**src/rtl/sim_ctrl_slave.sv**
```systemverilog
// Simulation-control bus slave: exit/done reporting, free-running 64-bit cycle
// counter with high-word shadow, byte-writable scratch and a constant ID word.
//
// state        | meaning
// ST_IDLE      | waiting for a transaction start inside the window
// ST_WRITE     | accepting write beats until the master ends the transaction
// ST_READ_ADDR | one turnaround cycle, first read beat is fetched
// ST_READ_DATA | presenting read beats, held while the master is busy
// ST_READ_END  | slave end-of-transaction pulse after the last read beat
// ST_ERR       | error + end pulse; write errors then wait for the master end
module sim_ctrl_slave #(
    parameter logic [31:0] baseAddr = 32'h5000_0000,
    parameter logic [31:0] idValue  = 32'h51C0_0001
) (
    input  logic        clk_i,
    input  logic        rst_ni,
    input  logic [31:0] bus_addrData_i,
    input  logic [3:0]  bus_byteEnables_i,
    input  logic [7:0]  bus_burstSize_i,
    input  logic        bus_readNWrite_i,
    input  logic        bus_beginTransaction_i,
    input  logic        bus_endTransaction_i,
    input  logic        bus_dataValid_i,
    input  logic        bus_busy_i,
    output logic [31:0] bus_addrData_o,
    output logic        bus_endTransaction_o,
    output logic        bus_dataValid_o,
    output logic        bus_busy_o,
    output logic        bus_error_o,
    output logic        sim_done_o,
    output logic [7:0]  exit_code_o
);

    typedef enum logic [2:0] {
        ST_IDLE,
        ST_WRITE,
        ST_READ_ADDR,
        ST_READ_DATA,
        ST_READ_END,
        ST_ERR
    } state_t;

    state_t      state_q, state_d;
    logic [7:0]  offset_q, offset_d;
    logic [7:0]  beats_q, beats_d;
    logic        wr_err_q, wr_err_d;
    logic [63:0] cycle_q, cycle_d;
    logic [31:0] shadow_q, shadow_d;
    logic [31:0] scratch_q, scratch_d;
    logic        done_q, done_d;
    logic [7:0]  code_q, code_d;
    logic [31:0] rdata_q, rdata_d;
    logic        end_q, end_d;
    logic        err_q, err_d;

    logic        in_win;
    logic [7:0]  rd_off;
    logic [31:0] rd_val;
    logic        rd_load;

    assign in_win = (bus_addrData_i[31:8] == baseAddr[31:8]);
    // READ_ADDR fetches the start offset; each accepted beat prefetches the next one.
    assign rd_off = (state_q == ST_READ_ADDR) ? offset_q : offset_q + 8'd4;

    always_comb begin
        cycle_d = done_q ? cycle_q : cycle_q + 64'd1;
        case (rd_off)
            8'h00:   rd_val = {done_q, 23'd0, code_q};
            8'h04:   rd_val = cycle_d[31:0];
            8'h08:   rd_val = shadow_q;
            8'h0C:   rd_val = scratch_q;
            8'h10:   rd_val = idValue;
            default: rd_val = 32'd0;
        endcase
    end

    always_comb begin
        state_d   = state_q;
        offset_d  = offset_q;
        beats_d   = beats_q;
        wr_err_d  = wr_err_q;
        shadow_d  = shadow_q;
        scratch_d = scratch_q;
        done_d    = done_q;
        code_d    = code_q;
        rdata_d   = rdata_q;
        end_d     = 1'b0;
        err_d     = 1'b0;
        rd_load   = 1'b0;

        case (state_q)
            ST_IDLE: begin
                if (bus_beginTransaction_i && in_win) begin
                    offset_d = bus_addrData_i[7:0];
                    beats_d  = bus_burstSize_i;
                    wr_err_d = ~bus_readNWrite_i;
                    if (bus_addrData_i[7:0] <= 8'h10) begin
                        state_d = bus_readNWrite_i ? ST_READ_ADDR : ST_WRITE;
                    end else begin
                        state_d = ST_ERR;
                        end_d   = 1'b1;
                        err_d   = 1'b1;
                    end
                end
            end
            ST_WRITE: begin
                if (bus_dataValid_i) begin
                    case (offset_q)
                        8'h00: begin
                            if (bus_byteEnables_i[3] && bus_addrData_i[31]) done_d = 1'b1;
                            if (bus_byteEnables_i[0]) code_d = bus_addrData_i[7:0];
                        end
                        8'h0C: begin
                            for (int i = 0; i < 4; i++) begin
                                if (bus_byteEnables_i[i]) scratch_d[8*i +: 8] = bus_addrData_i[8*i +: 8];
                            end
                        end
                        default: ;
                    endcase
                    offset_d = offset_q + 8'd4;
                end
                if (bus_endTransaction_i) state_d = ST_IDLE;
            end
            ST_READ_ADDR: begin
                state_d = ST_READ_DATA;
                rd_load = 1'b1;
            end
            ST_READ_DATA: begin
                if (!bus_busy_i) begin
                    if (beats_q == 8'd0) begin
                        state_d = ST_READ_END;
                        end_d   = 1'b1;
                    end else begin
                        beats_d  = beats_q - 8'd1;
                        offset_d = offset_q + 8'd4;
                        rd_load  = 1'b1;
                    end
                end
            end
            ST_READ_END: state_d = ST_IDLE;
            ST_ERR: begin
                if (!wr_err_q || bus_endTransaction_i) state_d = ST_IDLE;
            end
            default: state_d = ST_IDLE;
        endcase

        if (rd_load) begin
            rdata_d = rd_val;
            // Reading CYCLE_LO snapshots the high word so a later HI read is coherent.
            if (rd_off == 8'h04) shadow_d = cycle_d[63:32];
        end
    end

    always_ff @(posedge clk_i or negedge rst_ni) begin
        if (!rst_ni) begin
            state_q   <= ST_IDLE;
            offset_q  <= 8'd0;
            beats_q   <= 8'd0;
            wr_err_q  <= 1'b0;
            cycle_q   <= 64'd0;
            shadow_q  <= 32'd0;
            scratch_q <= 32'd0;
            done_q    <= 1'b0;
            code_q    <= 8'd0;
            rdata_q   <= 32'd0;
            end_q     <= 1'b0;
            err_q     <= 1'b0;
        end else begin
            state_q   <= state_d;
            offset_q  <= offset_d;
            beats_q   <= beats_d;
            wr_err_q  <= wr_err_d;
            cycle_q   <= cycle_d;
            shadow_q  <= shadow_d;
            scratch_q <= scratch_d;
            done_q    <= done_d;
            code_q    <= code_d;
            rdata_q   <= rdata_d;
            end_q     <= end_d;
            err_q     <= err_d;
        end
    end

    assign bus_dataValid_o      = (state_q == ST_READ_DATA) && !bus_busy_i;
    assign bus_addrData_o       = bus_dataValid_o ? rdata_q : 32'd0;
    assign bus_endTransaction_o = end_q;
    assign bus_error_o          = err_q;
    assign bus_busy_o           = 1'b0;
    assign sim_done_o           = done_q;
    assign exit_code_o          = code_q;

endmodule

```
**config.mk**
```make
export PLATFORM = sky130hd
export DESIGN_NAME = sim_ctrl_slave
export DESIGN_NICKNAME = d
export VERILOG_FILES = /design/src/rtl/sim_ctrl_slave.sv
export SDC_FILE = /design/constraint.sdc
export NUM_CORES = 1
export LEC_CHECK = 0
export CAP_MARGIN = 20
export CORE_ASPECT_RATIO = 2
export CORE_MARGIN = 2
export CORE_UTILIZATION = 55
export CTS_BUF_LIST = sky130_fd_sc_hd__clkbuf_8
export CTS_CLUSTER_DIAMETER = 120
export CTS_CLUSTER_SIZE = 8
export DETAILED_ROUTE_END_ITERATION = 8
export DONT_BUFFER_PORTS = 1
export GPL_ROUTABILITY_DRIVEN = 0
export PLACE_DENSITY = 0.82
export SLEW_MARGIN = 20
export SYNTH_ARGS = -nofsm -noshare
export SYNTH_HDL_FRONTEND = slang
export SYNTH_SLANG_ARGS = --single-unit
```
**constraint.sdc**
```tcl
create_clock -name clk_i -period 3.25 [get_ports clk_i]
set_input_delay 0.1625 -clock clk_i [delete_from_list [all_inputs] [get_ports clk_i]]
set_output_delay 0.1625 -clock clk_i [all_outputs]
set_load 0.01 [all_outputs]
```
; ---- Word level (Yosys, flattened, before mapping)
; Cells that the tools add are included.
[totals]
reg_bits = 191
latch_bits = 0
ram_bits = 0
romBits = 0
output_inout_bits = 45
wordCells = 90
n_memories = 0
[op_classes]
n_addsub = 3
multipliers = 0
n_div = 0
order_cmp = 1
eq_ne = 17
shifts = 0
muxes = 30
bitwise_logic = 1
n_reduce_logical = 23
[op_table]
columns = operator, n
row1 = $pmux 32 s5, 1
row2 = $add 64x1->64 const B, 1
row3 = $mux 64, 1
row4 = $mux 8, 8
row5 = $mux 32, 1
row6 = $reduce_and 4->1, 7
row7 = $eq 24x23->1 const B, 1
row8 = $eq 8x4->1 const B, 3
row9 = $logic_not 8->1, 3
row10 = $pmux 8 s3, 1
row11 = $mux 3, 6
row12 = $pmux 8 s2, 1
row13 = $pmux 3 s5, 1
row14 = $ne 2x2->1 const B, 7
row15 = $reduce_and 5->1, 2
row16 = $add 8x3->8 const B, 1
row17 = $eq 8x3->1 const B, 1
row18 = $eq 8x5->1 const B, 1
row19 = $le 8x5->1 const B, 1
row20 = $sub 8x1->8 const B, 1
row21 = $mux 1, 7
row22 = $eq 3x2->1 const B, 2
row23 = $pmux 1 s2, 2
row24 = $reduce_and 2->1, 2
row25 = 10 further kinds, 13

; ---- Logic depth before layout (Yosys ltp)
; Gate-level depths: netlist of run 1.
[logic_depth]
ltp_word = 5
depth_mapped = 11
mapped_depth_nobuf = 8

; ---- Least setup slack after synthesis of run 1
; No wires, ideal clock.
[synth_timing]
path_type = flip-flop to flip-flop
from = reg done_q (netlist: sim_done_o)
to = reg shadow_q[3]
setup_time_ns = 0.127
arrival_time_ns = 2.574
required_time_ns = 3.123
path_slack_ns = 0.549
stages_incl_launch_ff = 9
path_buffers = 2
path_cell_list = dfrtp_1 > nand4b_4 > or4_1 > buf_2 > or4_4 > buf_6 > nor4_4 > xor2_1 > mux2_1
[synth_between]
elab_chain_cells = 1
[synth_rtl]
columns = item, line
row1 = from (decl), 50  ; logic done_q, done_d;
row2 = from (signal assigned), 176  ; done_q <= done_d;
row3 = $mux 64, 66  ; cycle_d = done_q ? cycle_q : cycle_q + 64'd1;
row4 = net cycle_d[35], 47  ; logic [63:0] cycle_q, cycle_d;
row5 = to (signal assigned), 174  ; shadow_q <= shadow_d;
row6 = to (decl), 48  ; logic [31:0] shadow_q, shadow_d;
; The timed path passes the listed nets, and every way through them passes these cells.
; A chain may end at the register's enable or synchronous reset.

; ---- Worst setup path after layout of run 1
; Same ends and word-level chain as after synthesis.

==> flow_summary.ini, run 1 <==
[outcome]
outcome = finished with violations
failed_checks = hold timing

[timing]
fin_tns_setup_ns = 0
setup_ws_ns = 0.3590
grt_setup_unrepaired = false
skew_ns = 0.01497
tightestPinTransition_ns = 0.9852
finalHoldViolations = 191
slew-limit-headroom = 0.3419
whs_ns = -0.6188
min_period_ns = 2.891
min_period_over_period = 0.8895
setup_violations = 0
max_freq_mhz = 345.9
slew_viol_final = 0

[final_layout]
area_growth_pct = 11.92
final_nets = 950
n_antenna_cell = 0
fin_cells = 1114
final_util = 0.6215
drive_gt1_frac = 0.1533
final_area_um2 = 10320

[die]
coreArea_um2 = 16600
die_w_um = 95.54
initial_core_util = 0.5553
die_h_um = 187.1
io-pin-count = 96
die_area_um2 = 17870
row_count = 67

[clock_network]
cts_setup_buffers = 0
cts_hold_buf = 44
clk_latency_ns = 0.47
root_buffer = clkbuf_8
clock-sinks = 191
cts_tree = done
clockBufferDepth = 2
cts-htree-levels = 4
cts.clk_slew.worst_paths_ns = 0.10
cts-resized-gates = 0
cts_made_buffers = 17

[synth]
synthAdderAreaFrac = 0.006787
yosys-top-cells-area = dfrtp_1 (52%), mux2_2 (8.9%), xnor2_1 (4.0%), nand2_1 (2.7%), and2_1 (2.4%)
synth-seq-cells = 191
netlist.area_leader.share = 0.5185
syn-cell-area_um2 = 9218
synthCells = 848
synth_edf_count = 0
yosys.area_share.simple = 0.1805
synth.largest_area_cell = dfrtp_1
async_flop_share = 1.000
syn_area_per_cell_um2 = 10.87
synth_top_family_by_area = simple AND/OR/NAND/NOR gates
synth_seq_area_share = 0.5185
syn_nets = 904
synth-compound-area-share = 0.1136
ys_warn_count = 0
synth_xor_area_frac = 0.05796
synthFlopType = dfrtp_1
synth_cell_types = 65
synth.area.mux_share = 0.09814

[drt]
drt_first_iter_violations = 668
avgRoutedWirePerCell_um = 20.77
antenna_left = 0
drt_wl_total_mm = 23.14
vias_per_cell = 6.319
vias = 7039
first_pass_iters = 8
drc = 0

[setup_path]
cp.arrival_ns = 3.25
critPathMaxFanout = 8
worst-r2r-cell-count = 6
crit_required_ns = 3.61
start_kind = flip-flop
rrSetupSlack_ns = 0.36
timing.setup.critical_path_class = reg2reg
cp-end-kind = flip-flop

[place]
port_buffers = 0
dp_cells = 1038
dp_hpwl_mm = 16.47
placed_area_um2 = 9488
detailedPlace.worstSlack_ns = 0.3703

[job]
max_cap_viol_count = 0

[pwr]
peakVddDrop_uv = 261.5
p_leak_uw = 0.004869
power.density_nw_per_um2 = 387.6

[global_route]
grt_max_degree = 192
grt_pass1_vias = 7068
grt_pass1_wl_mm = 36.92
grt_usage = 0.2690
grt-ovfl-total = 0
antenna_found_initial = 0

[worst_hold_path]
min_path_type = in2async
metal layers:
layer | up-vias | global-route usage | wire length, um
met3 | 82 | 0.04795 | 1302
met5 | - | 0 | 0
met4 | 0 | 0.1390 | 1129
met1 | 3483 | 0.3410 | 9072
met2 | 285 | 0.4338 | 11640
li1 | 3189 | - | -
critical path, cell delays in order, from the launching register on:
cell and delay (ns):
dfrtp_1 0.53, nand4b_4 0.26, or4_1 0.67, or4_4 0.66, nor4_4 0.25, xor2_1 0.11
mux2_1 0.30
per-stage QoR:
| step | hold slack (ns) | power, uW |
|---|---|---|
| floorplan | -0.1331 | 2435 |
| finish | -0.6188 | 3998 |
| CTS | -0.6481 | 4016 |
| global route | -0.6512 | 4122 |
| global placement | -0.1263 | 2435 |
| detailed placement | -0.1259 | 2436 |
report_power, final:
part / internal, uW / leakage, uW / total [uW] / switching, uW
logic: 42.3 / 0.00202 / 64.5 / 22.2
registers: 2380 / 0.00264 / 2380 / 0.860
clock network: 665 / 0.000208 / 1560 / 893
total: 3080 / 0.00487 / 4000 / 916
path summary, 6_finish.rpt:
kind / startpoint / end
min reg2reg: cycle_q[63] / cycle_q[63]
max in group asynchronous: rst_ni / beats_q[0]
max: sim_done_o / shadow_q[3]
max reg2reg: sim_done_o / shadow_q[3]
min in group clk_i: bus_readNWrite_i / state_q[0]
min: rst_ni / rdata_q[9]
state kept, by name, summed over array words and instances (netlist names):
| signal | count |
|---|---|
| state_q | 3 |
| bus_error_o | 1 |
| bus_endTransaction_o | 1 |
| wr_err_q | 1 |
| scratch_q | 32 |
| sim_done_o | 1 |
| exit_code_o | 8 |
| rdata_q | 32 |
| offset_q | 8 |
| shadow_q | 32 |
| cycle_q | 64 |
| beats_q | 8 |
layout by cell type (no fill, tap or decap), drive strengths merged, types with 3 or more instances in the layout:
master | synthesis | layout
dfrtp | 191 | 191
mux2 | 75 | 75
nand2 | 67 | 67
nor2 | 48 | 48
o21ai | 44 | 44
dlygate4sd3 | 0 | 44
xnor2 | 42 | 42
and2 | 37 | 37
a21oi | 27 | 27
nand3 | 25 | 25
nand4 | 25 | 25
nor3 | 22 | 22
inv | 14 | 22
buf | 12 | 21
xor2 | 19 | 19
clkbuf | 26 | 19
and3 | 18 | 18
nor4 | 15 | 15
a22o | 14 | 14
a221oi | 13 | 13
a222oi | 11 | 11
or4 | 9 | 9
and4 | 6 | 6
or3 | 6 | 6
nand2b | 6 | 6
mux2i | 6 | 6
nor2b | 6 | 6
a22oi | 6 | 6
nand3b | 5 | 5
a21o | 5 | 5
ha | 5 | 5
clkinv | 1 | 5
a221o | 4 | 4
or2 | 3 | 3
a211o | 3 | 3
a211oi | 3 | 3
a31oi | 3 | 3
cell families (layout without fill, tap and decap cells):
| group | Yosys count | count (layout) |
|---|---|---|
| simple gates | 305 | 305 |
| flops | 191 | 191 |
| compound gates | 151 | 151 |
| mux | 81 | 81 |
| xor+xnor | 61 | 61 |
| buf+inv | 53 | 112 |
| fa+ha+maj | 5 | 5 |
| other cells | 1 | 1 |
layout make-up:
class                           instances  area [um^2]
Clock buffer                           19        261.5
Multi-Input combinational cell        604         4223
Timing Repair Buffer                   65        610.6
Fill cell                            1266         6282
Clock inverter                         13        126.4
Inverter                               15        56.30
Tap cell                              207        259.0
Sequential cell                       191         4780
cell usage after synthesis, drive strengths merged (9+ instances only):
| master | number |
|---|---|
| and2 | 37 |
| o21ai | 44 |
| buf | 12 |
| nand4 | 25 |
| nor2 | 48 |
| xnor2 | 42 |
| a21oi | 27 |
| and3 | 18 |
| xor2 | 19 |
| nand2 | 67 |
| clkbuf | 26 |
| inv | 14 |
| nor4 | 15 |
| nor3 | 22 |
| or4 | 9 |
| dfrtp | 191 |
| a221oi | 13 |
| mux2 | 75 |
| a222oi | 11 |
| a22o | 14 |
| nand3 | 25 |
Power figures use the tool's default switching activity.
==> inputs of run 2 (changes only) <==
PLACE_DENSITY = 0.85   (was 0.82)
clock period = 2.6 ns   (was 3.25 ns; I/O delays follow)
==> run 2 against run 1 <==
Against the previous run: the run still ends with hold timing left; highest routed layer unchanged; clock skew is 0.0030 ns higher; clock power is 37% higher; via count is 3.7% higher; critical path type unchanged.
==> flow_summary.ini, run 2 (synthesis gave the netlist of run 1 again) <==
[outcome]
outcome = finished with violations
failed_checks = hold timing

[setup_path]
crit_required_ns = 2.96
cp.arrival_ns = 2.90
r2r-start = offset_q[3]
crit_family = compound AO/OA/AOI/OAI gates
worst-r2r-cell-count = 10
cp_cell_sequence = buf_4, inv_1, ha_1, nand2_1, mux2i_1, and3_1, buf_12, a22o_1, a21oi_1, o21ai_0
slowest_stage = mux2i_1
rrSetupSlack_ns = 0.06
timing.setup.critical_path_class = reg2reg
r2r-end = rdata_q[13]
path_buf_inv = 3
critPathMaxFanout = 25
path_depth = 10
cp-end-kind = flip-flop
start_kind = flip-flop
cp_slowest_stage_delay_ns = 0.42

[final_layout]
area_growth_pct = 15.24
drive_gt1_frac = 0.1886
final_util = 0.6400
largest_register = cycle_q
layout_common_cells = dfrtp_1 (190), mux2_2 (73), nand2_1 (65)
largest_register_ffs = 64
fillers = 1213
final_nets = 971
n_antenna_cell = 0
fin_cells = 1135
final_common_cell = dfrtp_1

[die]
row_count = 67
die_area_um2 = 17870
io-pin-count = 96
initial_core_util = 0.5553
die_h_um = 187.1
coreArea_um2 = 16600
die_w_um = 95.54

[timing]
slew_viol_final = 0
fin_tns_setup_ns = 0
min_period_over_period = 0.9779
slew-limit-headroom = 0.6328
tightestPinTransition_ns = 0.5493
whs_ns = -0.6626
setup_ws_ns = 0.05757
min_period_ns = 2.542
max_freq_mhz = 393.3
finalHoldViolations = 191
skew_ns = 0.01794
grt_setup_unrepaired = true
setup_violations = 0

[clock_network]
clk_latency_ns = 0.47
cts.clk_slew.worst_paths_ns = 0.11
cts_hold_buf = 44
cts-htree-levels = 4
cts_made_buffers = 17
cts_tree = done
clock-sinks = 191
root_buffer = clkbuf_8
clockBufferDepth = 2

[pwr]
power.share.sequential = 0.572
pwr-share-comb = 0.016
power.density_nw_per_um2 = 488.6
p_leak_uw = 0.004982
peakVddDrop_uv = 324.1
p_int_uw = 3948
switching_power_uw = 1242
p_sw_frac = 0.2393
power_frac_clock = 0.412

[place]
port_buffers = 0
detailedPlace.worstSlack_ns = 0.08139
dp_hpwl_mm = 16.33
dp_cells = 1058

[drt]
vias = 7300
drt_wl_total_mm = 24.24
avgRoutedWirePerCell_um = 21.36
antenna_left = 0
vias_per_cell = 6.432
drc = 0
drt_first_iter_violations = 714
first_pass_iters = 6

[global_route]
grt_pass1_vias = 7579
antenna_found_initial = 0
grt_pass1_wl_mm = 38.89
grt_usage = 0.2798
grt_max_degree = 192
grt-ovfl-total = 0

[worst_hold_path]
min_path_type = in2async

[job]
max_cap_viol_count = 0
run 2: worst max-delay path by stage:
stage | from | to | slack [ns]
after floorplan | offset_q[2] | shadow_q[10] | 0.02
after global placement | offset_q[6] | scratch_q[22] | 0.12
after detailed placement | offset_q[6] | scratch_q[21] | 0.08
after CTS | cycle_q[5] | shadow_q[11] | 0.03
after global routing | offset_q[6] | scratch_q[10] | -0.02
final | offset_q[3] | rdata_q[13] | 0.06
run 2: cell type report:
type,instances,area (um^2),share of cell area
flip-flops and latches,191,4781,0.4501
multi-input cells,604,4279,0.4028
repair buffers,86,793.3,0.07468
well taps,207,259.0,0.02438
clock buffers,17,234.0,0.02203
clock inverters,15,220.2,0.02073
inverters,15,56.30,0.005300
run 2: power by group through the flow:
stage               clock [uW]  combinational [uW]  sequential (uW)
global route              2290                88.2             2970
detailed placement           0                17.3             3030
global placement             0                16.8             3030
CTS                       2170                80.6             2970
finish                    2140                82.5             2970
floorplan                    0                14.2             3030
run 2: metrics by stage:
step | power (uW) | area [um^2]
2_1_floorplan | 3043 | 9235
3_3_place_gp | 3045 | 9674
3_5_place_dp | 3045 | 9674
4_1_cts | 5216 | 10570
5_1_grt | 5345 | 10620
6_report | 5190 | 10620
run 2: routing by layer:
layer | track usage | up-vias | wire (um)
met5 | 0 | - | 0
li1 | - | 3238 | -
met4 | 0.1258 | 0 | 804
met1 | 0.3465 | 3649 | 9052
met2 | 0.4629 | 348 | 12580
met3 | 0.05842 | 65 | 1807
run 2: repair_timing:
action | 4_1_cts | 5_1_grt
setup buffers | 0 | 1
endpoints found under the setup margin | 0 | 40
hold endpoints to repair | 254 | 191
gates resized for setup | 0 | 12
==> inputs of run 3 (changes only) <==
HOLD_SLACK_MARGIN = 0.08   (was unset)
==> run 3 against run 2 <==
Against the previous run: flip-flop and latch count stayed put; worst hold slack improved by 0.0025 ns; sequential power about the same; setup slack improved by 0.024 ns; largest cell class unchanged; count of clock-buffer cells in the layout unchanged; the run still ends with hold timing left; critical endpoint is now rdata_q[25].
==> flow_summary.ini, run 3 (synthesis gave the netlist of run 1 again) <==
[timing]
grt_setup_unrepaired = true
max_freq_mhz = 397.1
finalHoldViolations = 191
min_period_over_period = 0.9687
whs_ns = -0.6601
skew_ns = 0.01953
tightestPinTransition_ns = 0.5497
setup_violations = 0
slew_viol_final = 0
setup_ws_ns = 0.08146
slew-limit-headroom = 0.6325
min_period_ns = 2.519

[global_route]
grt_max_degree = 192
grt_usage = 0.2799
antenna_found_initial = 0
grt_pass1_vias = 7577
grt-ovfl-total = 0
grt_pass1_wl_mm = 38.92

[final_layout]
largest_register = cycle_q
layout_common_cells = dfrtp_1 (190), mux2_2 (73), nand2_1 (65)
fillers = 1207
drive_gt1_frac = 0.1880
n_antenna_cell = 0
final_common_cell = dfrtp_1
largest_register_ffs = 64
area_growth_pct = 15.57
final_area_um2 = 10650
fin_cells = 1138
final_nets = 974

[setup_path]
timing.setup.critical_path_class = reg2reg
crit_required_ns = 2.95
worst-r2r-cell-count = 6
cp-end-kind = flip-flop
cp.arrival_ns = 2.87
start_kind = flip-flop
critPathMaxFanout = 6

[drt]
drc = 0
first_pass_iters = 6
antenna_left = 0
vias = 7339
avgRoutedWirePerCell_um = 21.40
vias_per_cell = 6.449
drt_wl_total_mm = 24.36
drt_first_iter_violations = 719

[place]
placed_area_um2 = 9674
dp_hpwl_mm = 16.33
port_buffers = 0
detailedPlace.worstSlack_ns = 0.08139
dp_cells = 1058

[die]
die_w_um = 95.54
coreArea_um2 = 16600
die_h_um = 187.1
initial_core_util = 0.5553
die_area_um2 = 17870
io-pin-count = 96
row_count = 67

[worst_hold_path]
min_path_type = in2async

[clock_network]
cts-htree-levels = 4
clk_latency_ns = 0.47
clock-sinks = 191
clockBufferDepth = 2
cts_made_buffers = 17
root_buffer = clkbuf_8
cts_tree = done
cts.clk_slew.worst_paths_ns = 0.11

[job]
max_cap_viol_count = 0

[pwr]
finalPower_uw = 5197
p_leak_uw = 0.004997
power.density_nw_per_um2 = 487.9
peakVddDrop_uv = 372.7

[outcome]
outcome = finished with violations
failed_checks = hold timing
run 3: cell count changes in the layout (fill, tap and decap cells not counted), sizes merged:
| cell | change |
|---|---|
| dlygate4sd3 | +3 |
run 3: where the power goes:
part / switching, uW / internal [uW]
clock network: 1220 / 926
logic: 30.5 / 55.3
registers: 0.731 / 2970
run 3: final cells by class:
| cell class | instances | area (um^2) | area share |
|---|---|---|---|
| flip-flops and latches | 191 | 4781 | 0.4488 |
| well taps | 207 | 259.0 | 0.02431 |
| clock buffers | 17 | 234.0 | 0.02196 |
| clock inverters | 15 | 220.2 | 0.02067 |
| multi-input cells | 604 | 4279 | 0.4017 |
| repair buffers | 89 | 823.3 | 0.07728 |
| inverters | 15 | 56.30 | 0.005285 |
run 3: critical path, stage by stage, from the launching register on:
cell	delay [ns]
dfrtp_1	0.42
nand3_1	0.17
or4_4	0.56
or4_4	0.61
xnor2_1	0.21
a222oi_1	0.32
o21ai_0	0.12
run 3: final timing paths:
| path | slack, ns | startpoint | to |
|---|---|---|---|
| max | 0.08 | cycle_q[8] | rdata_q[25] |
| min in group clk_i | 0.11 | bus_addrData_i[3] | bus_error_o |
| min reg2reg | 0.48 | cycle_q[63] | cycle_q[63] |
| min | -0.66 | rst_ni | scratch_q[21] |
| max in group asynchronous | 2.93 | rst_ni | sim_done_o |
| max reg2reg | 0.08 | cycle_q[8] | rdata_q[25] |
run 3: per-stage QoR:
step                      hold WS, ns  utilization  setup TNS (ns)
after floorplan               -0.1656            -               0
after global placement        -0.1576       0.5828               0
after detailed placement      -0.1588       0.5828               0
after CTS                     -0.6796       0.6373               0
after global routing          -0.6909       0.6418        -0.06441
final                         -0.6601       0.6418               0
run 3: routing by layer:
layer,wire [um],share of wire,up-vias,GRT usage
li1,-,-,3245,-
met1,9099,0.37,3639,0.3470
met2,12520,0.51,380,0.4621
met3,1906,0.078,75,0.05882
met4,829,0.034,0,0.1264
met5,0,0,-,0
run 3: timing repair:
item,in CTS,in global routing
setup endpoints to repair,0,40
hold buffers,45,2
resized for setup,0,12
setup buffers,0,1
endpoints found under the hold margin,254,201
